--- config.mk ---
export PLATFORM = sky130hd
export DESIGN_NAME = mem_access_unit
export DESIGN_NICKNAME = d
export VERILOG_FILES = /design/src/rtl/mem_access_unit.sv
export SDC_FILE = /design/constraint.sdc
export NUM_CORES = 1
export LEC_CHECK = 0
export BUFFER_PORTS_ARGS = -buffer_cell sky130_fd_sc_hd__clkbuf_2
export CAP_MARGIN = 20
export CORE_ASPECT_RATIO = 1.1
export CORE_MARGIN = 10
export CORE_UTILIZATION = 40
export CTS_BUF_LIST = sky130_fd_sc_hd__clkbuf_16
export CTS_CLUSTER_SIZE = 16
export DETAILED_ROUTE_END_ITERATION = 16
export SYNTH_ARGS = -nofsm -noshare
export SYNTH_HDL_FRONTEND = slang
export SYNTH_SLANG_ARGS = --single-unit
--- constraint.sdc ---
create_clock -name Clk -period 4.6 [get_ports Clk]
set_clock_uncertainty 0.15 [all_clocks]
set_input_delay 0.23 -clock Clk [delete_from_list [all_inputs] [get_ports Clk]]
set_output_delay 0.23 -clock Clk [all_outputs]
set_load 0.005 [all_outputs]
--- src/rtl/mem_access_unit.sv ---
// mem_access_unit
// Load/store front end for a 256 x 32-bit word RAM with byte addressing.
// Supports byte, halfword and word loads (sign- or zero-extended) and
// stores. Sub-word stores use a read-modify-write sequence. Misaligned
// accesses and the reserved size are rejected with an error response.
//
// Ports
//   Clk        in   1   clock, all state changes on rising edge
//   Reset      in   1   synchronous active-high reset
//   ReqValid   in   1   request present
//   ReqReady   out  1   unit idle, request accepted on ReqValid&ReqReady
//   ReqWrite   in   1   1 = store, 0 = load
//   ReqSize    in   2   00 byte, 01 half, 10 word, 11 reserved
//   ReqSigned  in   1   load extension: 1 = sign, 0 = zero
//   ReqAddr    in  10   byte address (word = [9:2], lane = [1:0])
//   ReqData    in  32   right-aligned store data
//   RespValid  out  1   response present
//   RespReady  in   1   response taken on RespValid&RespReady
//   RespData   out 32   extended load data, 0 for stores and errors
//   RespErr    out  1   request rejected
//   InSel      out  8   RAM write word address
//   In         out 32   RAM write data
//   WrEn       out  1   RAM write strobe
//   OutSel     out  8   RAM read word address
//   Out        in  32   RAM read data (combinational from OutSel)
module mem_access_unit (
  input  logic        Clk,
  input  logic        Reset,
  input  logic        ReqValid,
  output logic        ReqReady,
  input  logic        ReqWrite,
  input  logic [1:0]  ReqSize,
  input  logic        ReqSigned,
  input  logic [9:0]  ReqAddr,
  input  logic [31:0] ReqData,
  output logic        RespValid,
  input  logic        RespReady,
  output logic [31:0] RespData,
  output logic        RespErr,
  output logic [7:0]  InSel,
  output logic [31:0] In,
  output logic        WrEn,
  output logic [7:0]  OutSel,
  input  logic [31:0] Out
);

  typedef enum logic [1:0] {IDLE, READ, WRITE, RESP} state_t;

  localparam logic [1:0] SZ_BYTE = 2'b00;
  localparam logic [1:0] SZ_HALF = 2'b01;
  localparam logic [1:0] SZ_WORD = 2'b10;

  state_t      state_q, state_d;
  logic [9:0]  addr_q, addr_d;
  logic [1:0]  size_q, size_d;
  logic        signed_q, signed_d;
  logic        write_q, write_d;
  logic [31:0] data_q, data_d;
  logic [31:0] wdata_q, wdata_d;
  logic [31:0] resp_data_q, resp_data_d;
  logic        resp_err_q, resp_err_d;

  logic        req_bad;
  logic [3:0]  lane_we;
  logic [31:0] store_rep;
  logic [31:0] merged;
  logic [7:0]  load_byte;
  logic [15:0] load_half;
  logic [31:0] load_ext;

  // Alignment / size check on the live request, evaluated at accept.
  always_comb begin
    req_bad = 1'b0;
    if (ReqSize == 2'b11)                            req_bad = 1'b1;
    else if (ReqSize == SZ_HALF && ReqAddr[0])       req_bad = 1'b1;
    else if (ReqSize == SZ_WORD && ReqAddr[1:0] != 2'b00) req_bad = 1'b1;
  end

  // Byte-lane write enables for the merge in a read-modify-write.
  always_comb begin
    lane_we = 4'b0000;
    case (size_q)
      SZ_BYTE: lane_we[addr_q[1:0]] = 1'b1;
      SZ_HALF: lane_we = addr_q[1] ? 4'b1100 : 4'b0011;
      default: lane_we = 4'b1111;
    endcase
  end

  // Replicating the right-aligned store data puts it in every lane it
  // could land in, so the merge is a simple per-lane select.
  always_comb begin
    case (size_q)
      SZ_BYTE: store_rep = {4{data_q[7:0]}};
      SZ_HALF: store_rep = {2{data_q[15:0]}};
      default: store_rep = data_q;
    endcase
  end

  generate
    for (genvar gi = 0; gi < 4; gi++) begin : g_merge
      assign merged[8*gi +: 8] = lane_we[gi] ? store_rep[8*gi +: 8] : Out[8*gi +: 8];
    end
  endgenerate

  // Lane extraction and extension for loads.
  always_comb begin
    load_byte = Out[8*addr_q[1:0] +: 8];
    load_half = addr_q[1] ? Out[31:16] : Out[15:0];
    case (size_q)
      SZ_BYTE: load_ext = {{24{signed_q & load_byte[7]}}, load_byte};
      SZ_HALF: load_ext = {{16{signed_q & load_half[15]}}, load_half};
      default: load_ext = Out;
    endcase
  end

  // Next-state logic.
  always_comb begin
    state_d     = state_q;
    addr_d      = addr_q;
    size_d      = size_q;
    signed_d    = signed_q;
    write_d     = write_q;
    data_d      = data_q;
    wdata_d     = wdata_q;
    resp_data_d = resp_data_q;
    resp_err_d  = resp_err_q;
    case (state_q)
      IDLE: begin
        if (ReqValid) begin
          addr_d      = ReqAddr;
          size_d      = ReqSize;
          signed_d    = ReqSigned;
          write_d     = ReqWrite;
          data_d      = ReqData;
          resp_data_d = 32'h0;
          resp_err_d  = 1'b0;
          if (req_bad) begin
            resp_err_d = 1'b1;
            state_d    = RESP;
          end else if (ReqWrite && ReqSize == SZ_WORD) begin
            wdata_d = ReqData;
            state_d = WRITE;
          end else begin
            state_d = READ;
          end
        end
      end
      READ: begin
        if (write_q) begin
          wdata_d = merged;
          state_d = WRITE;
        end else begin
          resp_data_d = load_ext;
          state_d     = RESP;
        end
      end
      WRITE: state_d = RESP;
      RESP:  if (RespReady) state_d = IDLE;
      default: state_d = IDLE;
    endcase
  end

  always_ff @(posedge Clk) begin
    if (Reset) begin
      state_q     <= IDLE;
      addr_q      <= '0;
      size_q      <= '0;
      signed_q    <= 1'b0;
      write_q     <= 1'b0;
      data_q      <= '0;
      wdata_q     <= '0;
      resp_data_q <= '0;
      resp_err_q  <= 1'b0;
    end else begin
      state_q     <= state_d;
      addr_q      <= addr_d;
      size_q      <= size_d;
      signed_q    <= signed_d;
      write_q     <= write_d;
      data_q      <= data_d;
      wdata_q     <= wdata_d;
      resp_data_q <= resp_data_d;
      resp_err_q  <= resp_err_d;
    end
  end

  // All outputs decode from registered state only.
  assign ReqReady  = (state_q == IDLE);
  assign RespValid = (state_q == RESP);
  assign RespData  = (state_q == RESP) ? resp_data_q : 32'h0;
  assign RespErr   = (state_q == RESP) & resp_err_q;
  assign OutSel    = (state_q == READ) ? addr_q[9:2] : 8'h0;
  assign WrEn      = (state_q == WRITE);
  assign InSel     = (state_q == WRITE) ? addr_q[9:2] : 8'h0;
  assign In        = (state_q == WRITE) ? wdata_q : 32'h0;

endmodule
==> metrics.md <==
| Metric | Value |
|---|---|
| Outcome | completed |
| Max_cap viols | 0 |
| Worst slew pin tran | approximately 1.1 ns |
| Synth cell types | 54 |
| Area Growth Syn to Fin | 32.38% |
| Clk sink count | roughly 110 |
| WL final | roughly 23 mm |
| Highest metal layer with signal wires | met4 |
| Clock buffer depth | 2 |
| CTS Buf Count | 17 |
| Crit path max fanout | 34 |
| Critical path type | register to register |
| RSZ-0062 raised after global routing | no |
| Ys flop type | dfxtp_1 |
| Asr flop ratio synth | 0 |
| Slew margin rel. | 0.2749 |
| CP arrival | 3.25 ns |
| Avg Cell Area, Syn | roughly 7.9 µm² |
| DRT met1 WL | slightly below 10 mm |
| CP Data Required Time | 4.81 ns |
| Placed Area | between 0.007 and 0.008 mm² |
| DR pass1 iterations | 5 |
| Area of the core | approximately 0.015 mm² |
| Crit. End Element | register |
| Final period utilization | 0.6602 |
| Port buffer count | between 150 and 200 |
| Post-Layout Cell Count | 1186 |
| Final layout net count | approximately 1100 |
| Sequential-to-total area share from yosys stat | 0.3628 |
| Synth Net Count | between 800 and 900 |
| Post-synth top area cell | dfxtp_1 |
| Hold Slack | about 0.024 ns |
| GRT Residual Overflow | 0 |
| ANT nets after route | 0 |
| Post-synth EDFFs | 0 |
| DRT iter0 DRCs | ~580 |
| Dominant cells by area after synthesis | dfxtp_1, nand2_1, and2_1 |
| Pwr per Cell Area | 486.5 mW/mm² |
| Metal2 WL | between 10 and 15 mm |
| Ratio of cells with drive above 1 in the final layout | 0.2364 |
| Peak VDD IR | 0.0002948 V |
| Cell area after layout | 0.008255 mm² |
| Gpl congestion | 0.8878 |
| Initial Util | 0.4110 |
| First-pass GRT wire length | 35.94 mm |
| Initial antenna violation count | 0 |
| CTS tree | done |
| Vias | 6591 |
| Final Hold Viols | 0 |
| Syn Std Cell Area | between 0.006 and 0.007 mm² |
| Post-synth top area share | 0.3628 |
| CP startpoint kind | register |
| Die ar. | ~0.021 mm² |
| Vias in the first global route | between 6000 and 7000 |
| Site row count | 47 |
| Root Buffer | clkbuf_16 |
| YS warnings | 0 |
| Fmax | about 0.33 GHz |
| Clk slew on worst S/H paths | around 0.050 ns |
| PnR worst setup slack | roughly 1.6 ns |
| Placed Cells | 1096 |
| GR Util All Layers | 0.2112 |
| Setup_tns | 0 ns |
| Pin count of the biggest net entering global routing | 47 |
| Clock Latency Late Sink | 0.42 ns |
| Pleak | 3.373 nW |
| Worst slack, placed | approximately 1.6 ns |
| Final core utilization | 0.5441 |
| Chip width | about 140 µm |
| Resize count post-CTS | 0 |
| Met3 wire length | about 1.6 mm |
| Post-DP HPWL | 16.25 mm |
| Routed wire per std cell | slightly below 20 µm |
| Antenna Cells | 0 |
| Max-slew violations | 0 |
| Yosys reg bits | 113 |
| Min Tclk post-route | 3.037 ns |
| Cells after Synth | 794 |
| Power Total | around 4.0 mW |
| Endpoints failing setup | 0 |
| Drt via density | approximately 5.6 |
| HP Class | input pin to register |
| Die Ht | about 150 µm |
| H-tree depth | 4 |
| # DRC | 0 |
| Io pins | 166 |
[layer usage]
metal,vias to the layer above,global-route usage
met5,-,0
met4,0,0.09864
met3,48,0.05324
met2,262,0.3478
met1,3073,0.2548
li1,3208,-
[cells by family (layout without fill, tap and decap cells)]
group,after synthesis,after routing,share of synthesized area
flops,113,113,0.3628
buf+inv,94,290,0.06300
fa+ha+maj,4,4,0.008026
mux,9,9,0.01465
simple gates,311,311,0.2534
compound gates,263,263,0.2982
[layout make-up]
cell class	count	area, µm²
Multi-Input combinational cell	587	3583
Inverter	22	82.58
Timing Repair Buffer	236	1506
Clock inverter	15	150.1
Clock buffer	17	425.4
Fill cell	1440	6917
Sequential cell	113	2262
Tap cell	196	245.2
[state kept, by name (all words and copies together) (netlist names)]
| signal | count |
|---|---|
| write_q | 1 |
| addr_q | 10 |
| state_q | 2 |
| data_q | 32 |
| wdata_q | 32 |
| resp_err_q | 1 |
| resp_data_q | 32 |
| size_q | 2 |
| signed_q | 1 |
[synth_stat cells (all sizes together) (10+ instances only)]
cell	n
a21oi	80
a221o	24
a22o	16
a31oi	16
a32o	16
and2	85
buf	25
clkbuf	47
dfxtp	113
inv	21
nand2	147
nand3	11
nor2	19
o211ai	17
o21ai	42
or2	16
or3	10
[timing repair]
item | in CTS | in global routing
endpoints found under the setup margin | 0 | 0
hold buffers | 56 | 0
hold endpoints to repair | 57 | 0
buffers inserted | 0 | 0
[worst max-delay path, cell delays in order (launching register included)]
cell and delay, ns:
dfxtp_1 0.33, inv_1 0.09, ha_2 0.57, and2b_2 0.33, and4b_1 0.33, nor3_4 0.91
a22o_1 0.27
[layout by cell type, fill, tap and decap left out, drive strengths merged, types with 8 or more instances in the layout]
master | netlist | layout
dfxtp | 113 | 113
a31oi | 16 | 16
mux2i | 8 | 8
or2 | 16 | 16
a22o | 16 | 16
nand2 | 147 | 147
nand3 | 11 | 11
clkinv | 1 | 9
or3 | 10 | 10
a221o | 24 | 24
o21ai | 42 | 42
o211ai | 17 | 17
a32oi | 8 | 8
buf | 25 | 15
o311a | 8 | 8
clkbuf | 47 | 182
and2 | 85 | 85
nor3b | 8 | 8
dlygate4sd3 | 0 | 56
nor2 | 19 | 19
a32o | 16 | 16
inv | 21 | 22
a21oi | 80 | 80
[worst paths after layout]
kind                                      from               to  slack [ns]  depth (start not counted)
worst min-delay path                   Out[27]  resp_data_q[27]        0.02                          2
worst max-delay path                state_q[1]      wdata_q[10]        1.56                          6
worst min register to register  resp_data_q[6]   resp_data_q[6]        0.30                          2
worst max register to register      state_q[1]      wdata_q[10]        1.56                          6
[report_power, final]
group | internal, mW | switching [mW] | leakage (nW) | total [mW]
Clock | 0.834 | 0.464 | 0.277 | 1.30
Combinational | 0.525 | 0.856 | 2.17 | 1.38
Sequential | 1.18 | 0.155 | 0.921 | 1.34
Total | 2.54 | 1.48 | 3.37 | 4.02
No activity file was read; power rests on OpenSTA's default activity.
